==> src/rtl/rp_dv_pack.sv <==
// Packs pairs of sign-extended ADC samples into 32-bit words behind a FWFT FIFO with a valid/ready output.
// Optional drop counter output drop_cnt_o is compiled in with RP_DV_PACK_DROP_CNT_EN.
module rp_dv_pack #(
   parameter int unsigned DW      = 14,
   parameter int unsigned FIFO_AW = 3
) (
   input  logic              adc_clk_i,
   input  logic              adc_rst_i,
   input  logic              en_i,
   input  logic              clr_i,
   input  logic [DW-1:0]     adc_dat_i,
   input  logic              adc_dv_i,
   output logic [31:0]       m_dat_o,
   output logic              m_vld_o,
   input  logic              m_rdy_i,
   output logic [FIFO_AW:0]  lvl_o,
   output logic              ovf_o
`ifdef RP_DV_PACK_DROP_CNT_EN
   ,
   output logic [15:0]       drop_cnt_o
`endif
);

   localparam logic [FIFO_AW:0] DEPTH = (FIFO_AW+1)'(1 << FIFO_AW);

   typedef enum logic {PH_LO, PH_HI} phase_t;

   phase_t            phase, phase_nxt;
   logic [15:0]       smp_sext;
   logic [15:0]       half;
   logic              half_ld;
   logic              wr_req;
   logic [31:0]       mem [0:(1 << FIFO_AW)-1];
   logic [FIFO_AW:0]  wr_ptr, rd_ptr;
   logic              full, rd, wr_en, drop;

   assign smp_sext = 16'($signed(adc_dat_i));

   always_comb begin
      phase_nxt = phase;
      half_ld   = 1'b0;
      wr_req    = 1'b0;
      // Disabling mid-pair abandons the stored half without flagging overflow.
      if (!en_i) begin
         phase_nxt = PH_LO;
      end else if (adc_dv_i) begin
         case (phase)
            PH_LO: begin
               half_ld   = 1'b1;
               phase_nxt = PH_HI;
            end
            PH_HI: begin
               wr_req    = 1'b1;
               phase_nxt = PH_LO;
            end
            default: phase_nxt = PH_LO;
         endcase
      end
   end

   assign lvl_o   = wr_ptr - rd_ptr;
   assign full    = (lvl_o == DEPTH);
   assign m_vld_o = (wr_ptr != rd_ptr);
   assign rd      = m_vld_o && m_rdy_i;
   // A read in the same cycle frees the slot, so a full FIFO still takes the word.
   assign wr_en   = wr_req && (!full || rd);
   assign drop    = wr_req && full && !rd;
   assign m_dat_o = m_vld_o ? mem[rd_ptr[FIFO_AW-1:0]] : '0;

   always_ff @(posedge adc_clk_i) begin
      if (!adc_rst_i && wr_en) begin
         mem[wr_ptr[FIFO_AW-1:0]] <= {smp_sext, half};
      end
   end

   always_ff @(posedge adc_clk_i) begin
      if (adc_rst_i) begin
         phase  <= PH_LO;
         half   <= '0;
         wr_ptr <= '0;
         rd_ptr <= '0;
         ovf_o  <= 1'b0;
      end else begin
         phase <= phase_nxt;
         if (half_ld) begin
            half <= smp_sext;
         end
         if (wr_en) begin
            wr_ptr <= wr_ptr + 1'b1;
         end
         if (rd) begin
            rd_ptr <= rd_ptr + 1'b1;
         end
         if (drop) begin
            ovf_o <= 1'b1;
         end else if (clr_i) begin
            ovf_o <= 1'b0;
         end
      end
   end

`ifdef RP_DV_PACK_DROP_CNT_EN
   always_ff @(posedge adc_clk_i) begin
      if (adc_rst_i) begin
         drop_cnt_o <= '0;
      end else if (clr_i) begin
         drop_cnt_o <= {15'd0, drop};
      end else if (drop && (drop_cnt_o != '1)) begin
         drop_cnt_o <= drop_cnt_o + 16'd1;
      end
   end
`endif

endmodule
==> config.mk <==
export PLATFORM = sky130hd
export DESIGN_NAME = rp_dv_pack
export DESIGN_NICKNAME = d
export VERILOG_FILES = /design/src/rtl/rp_dv_pack.sv
export SDC_FILE = /design/constraint.sdc
export NUM_CORES = 1
export LEC_CHECK = 0
export CAP_MARGIN = 15
export CORE_MARGIN = 5
export CORE_UTILIZATION = 63
export DETAILED_ROUTE_END_ITERATION = 8
export GPL_ROUTABILITY_DRIVEN = 1
export PLACE_DENSITY_LB_ADDON = 0.08
export SYNTH_ARGS = -nofsm -noshare
export SYNTH_HDL_FRONTEND = slang
export SYNTH_SLANG_ARGS = --single-unit
==> constraint.sdc <==
create_clock -name adc_clk_i -period 7.6 [get_ports adc_clk_i]
set_input_delay 1.52 -clock adc_clk_i [delete_from_list [all_inputs] [get_ports adc_clk_i]]
set_output_delay 1.52 -clock adc_clk_i [all_outputs]
set_load 0.005 [all_outputs]
# Word-level counts from Yosys, hierarchy flattened
# Memory sizes are Yosys's and may differ from the RTL's. A register that Yosys moved wholly into a read port is not among the register bits.
# Cells that the tools add are included.
[word_totals]
ff_bits = 24
memories = 1
mem_bits_rw = 256
output_inout_bits = 38
elab_cells = 38
[mem_list]
columns = ["name", "depth", "word_bits", "rd", "rd_clocked_by_memory_dff", "wr", "line", "rtl"]
rows = [
  ["mem", 8, 32, 1, 1, 1, "33", "logic [31:0] mem [0:(1 << FIFO_AW)-1];"],
]
[op_classes]
add_sub_neg = 3
bitwise_logic = 2
n_reduce_logical = 11
n_mux = 14
eq_ne = 2
[ops]
columns = ["operator", "count"]
rows = [
  ["32-bit 2-to-1 mux", 1],
  ["1-bit 2-to-1 mux", 10],
  ["4-bit by 1-bit adder with 4-bit output, second input constant", 2],
  ["3-bit 2-to-1 mux", 2],
  ["1-bit logical AND", 5],
  ["4-bit equality test, second input constant", 1],
  ["4-bit != test", 1],
  ["4-bit subtractor", 1],
  ["1-bit zero test", 3],
  ["1-bit NOT", 2],
  ["1-bit case mux with 2 select lines", 1],
  ["2-bit nonzero test", 1],
  ["2-bit OR reduction", 1],
  ["1-bit logical OR", 1],
]

# Logic depth before layout (Yosys ltp)
[logic_depth]
word_depth = 8
ltp_mapped = 8
ltp_nobuf = 8

# Least setup slack after synthesis
# OpenSTA, ideal clock, no wires.
[synth_timing]
path_kind = "in2reg"
start = "input port m_rdy_i"
end = "memory mem[1][0] (enable)"
arrival_ps = 4060
path_buffers = 0
setup_slack_ps = 3092
required_ps = 7152
cell_stages = 4
cell_sequence = "o21ai_2 > a41oi_4 > nand3_2 > nor3_1"
[synth_between]
elab_chain_len = 6
[synth_rtl]
columns = ["item", "line", "rtl"]
rows = [
  ["from (decl)", "15", "input logic m_rdy_i,"],
  ["1-bit logical AND", "64", "assign rd = m_vld_o && m_rdy_i;"],
  ["1-bit logical OR", "66", "assign wr_en = wr_req && (!full || rd);"],
  ["1-bit logical AND", "66", ""],
  ["1-bit logical AND", "71", "if (!adc_rst_i && wr_en) begin"],
  ["1-bit 2-to-1 mux", "71", ""],
  ["1-bit 2-to-1 mux (implied by the code)", "72", "mem[wr_ptr[FIFO_AW-1:0]] <= {smp_sext, half};"],
  ["to (decl)", "33", ""],
]
# No other way between the ends.

==> results.md <==
* Critical Path AT at 3.24 ns
* Worst-Skew Late Latency at 0.51 ns
* Area Growth Syn to Fin at 16.31%
* Post-synthesis mux area share at 16.07%
* Synth Area in XOR/XNOR at 0.6179%
* Fill count at 876
* H-tree levels at 1
* Std cell rows at 45
* First-pass GRT wire length at 29.46 mm
* Root Buffer: clkbuf_16
* Worst-case clock buffer depth at 3
* DRC errors left at 0
* Hold Startpoint: ovf_o
* Fmax at 209.9 MHz
* Post-Syn Area at 9719 um^2
* Multi-input gate area at 2298 um^2
* Pleak at 0.003568 uW
* Final Power at 2802 uW
* Final Non-Filler Cells at 780
* Fin. Hold Viols at 0
* CTS Hold Bufs at 0
* Die W at 134.2 um
* Core area at 15150 um^2
* Pins Over Slew Limit at 0
* Largest family of logic cells by synthesized area: multiplexers
* Synth Area in Simple Gates at 4.119%
* Period utilisation layout at 62.67%
* Diode count at 0
* R2R cell count at 8
* WL/cell at 23.56 um
* Run status: complete, no violations
* Vias at 4795
* Ys async rst share at 0%
* Dominant synthesized flop cell: edfxtp_1
* Worst R2R Start: wr_ptr[1]
* Slowest stage delay, CP at 0.70 ns
* IO Pins at 58
* FF+latch area at 7276 um^2
* Hold Slack at 0.5235 ns
* Starting Density at 64.17%
* Die Ht at 134.2 um
* Die area at 18010 um^2
* Worst hold path cell count at 2
* Reg2reg setup slack at 4.01 ns
* CP cell instances: buf_4 -> mux4_2 -> mux2i_1 -> nor2_1 -> clkdlybuf4s50_1
* Final setup vio count at 0
* CP Class: flop to output pin
* Actual slew at the worst max-slew pin at 1.078 ns
* CP max FO at 29
* MaxCap Viol Count at 0
* Ys Warns at 0
* Worst path bufs/invs at 2
* Worst Hold Endpoint: ovf_o
* Via-per-instance ratio at 6.147
* Startpoint types: flop
* Top-count cell post-synth: edfxtp_1
* Vias in the first global route at 5084
* WL final at 18.38 mm
* TritonCTS Buffers at 25
* Mapped Cells at 507
* Max VDD drop at 197.5 uV
* Setup repair bufs after CTS at 0
* Final worst setup slack at 2.837 ns
* Largest net degree at the start of global routing at 57
* Gr ovfl total at 0
* Critical Path End Type: output pin
* Sequential cell area fraction in the yosys report at 74.77%
* CTS resizes at 0
* Placed cell count at 734
* Synthesized Nets at 533
* Initial DRC count at 427
* Synth Area in Compound Gates at 1.712%
* Clk_skew at 0.008751 ns
* Crit-path slowest cell: dfxtp_4
* Initial antenna violation count at 0
* Worst Hold Class: flop to flop
* GPL Wtd Cong at 0.8416
* EDFF count, synth at 224
* Slew headroom at 28.15%
* Synth area leaders: edfxtp_1 69%, mux4_2 13%, dfxtp_1 5.6%
* Post-Synth Adder-Cell Area at 0.8496%
* HPWL Detailed at 10.63 mm
* Post-synth top area share at 69.21%
* Drt pass-1 iters at 4
* #FFs+latches synth at 251
* Buffers on Ports at 57
* Reg-to-Reg End: mem[0][9]
* Routed Antenna Nets at 0
* Gr usage total at 21.53%
* Req. time, crit path at 6.08 ns
* Most frequent cells after synthesis: 224 x edfxtp_1, 56 x mux4_2, 44 x nor2_1, 32 x nand2_1, 30 x mux2i_1
* CTS tree: done
* Yosys top cell by area: edfxtp_1
* Period minus WS final at 4.763 ns
* Setup WS pre-CTS at 3.066 ns
* Yosys cell types at 32
* Final #Nets at 600
* Clock sinks at 251
* Reg clk slew, reported paths at 0.06 ns
* Total Neg Setup Slack at 0 ns
* Layout cells sized above 1 at 21.28%
* Post-synthesis area per instance at 19.17 um^2
* CP delay by family, top: buffers and inverters
* RSZ-0062 raised after global routing: no
* Power per cell area at 247.8 nW/um^2
[layout by cell type, fill, tap and decap left out, drive strengths merged, types with 5 or more instances in the layout]
master,n
clkbuf,35
nand2,32
edfxtp,224
buf,11
clkdlybuf4s50,57
dfxtp,27
mux2i,30
mux4,56
inv,12
nor2,44
ha,5
clkinv,7
nand3,9
a21oi,18
[worst register-to-register path, delay by kind of cell (launching register included)]
family                   cells  cell delay, ns
XOR/XNOR                     1            0.25
AND/OR/NAND/NOR              3            1.05
AO/OA/AOI/OAI                1            0.37
adder cells (fa/ha/maj)      1            0.45
buffers and inverters        2            0.58
flip-flops                   1            0.54
[area by class of cell]
type / count / area share (%)
clock buffer: 35 / 6.132
inverter: 11 / 0.3652
timing repair buffer: 68 / 5.811
sequential: 251 / 64.36
tap: 188 / 2.081
clock inverter: 10 / 0.9187
multi-input combinational: 217 / 20.33
[cells by family (layout without fill, tap and decap cells)]
kind of cell | Yosys count | after routing
XOR/XNOR | 6 | 6
flip-flops | 251 | 251
AO/OA/AOI/OAI | 25 | 25
buffers and inverters | 39 | 124
multiplexers | 86 | 86
adder cells (fa/ha/maj) | 6 | 6
AND/OR/NAND/NOR | 94 | 94
[power breakdown]
part,leakage (uW),internal [uW],switching [uW]
sequential,0.00227,1500,13.6
combinational,0.000903,53.3,48.5
clock,0.000395,704,478
[how the worst max path moves through the flow]
stage | from | to | slack, ns | depth (start not counted)
after floorplan | m_rdy_i | mem[1][0] | 3.09 | 4
after global placement | adc_rst_i | mem[0][8] | 3.14 | 5
after detailed placement | adc_rst_i | mem[0][8] | 3.07 | 5
after CTS | flop | m_dat_o[14] | 2.68 | 5
after global routing | flop | m_dat_o[14] | 2.53 | 5
final | flop | m_dat_o[14] | 2.84 | 5
[registers in the layout (all words and copies together), names as in the netlist, named ones only]
name	flops
mem	224
wr_ptr	4
half	14
rd_ptr	4
phase	1
ovf_o	1
[routing by layer]
| metal | routed length (um) | track usage (%) |
|---|---|---|
| met1 | 7139 | 30.02 |
| met2 | 9550 | 36.12 |
| met3 | 1284 | 3.826 |
| met4 | 402 | 5.373 |
| met5 | 0 | 0 |
[metrics by stage]
step | instance area (um^2) | utilization [%]
floorplan | 9719 | -
global placement | 10500 | 69.30
detailed placement | 10500 | 69.30
CTS | 11290 | 74.56
global route | 11300 | 74.64
finish | 11300 | 74.64
Power figures use the tool's default switching activity.
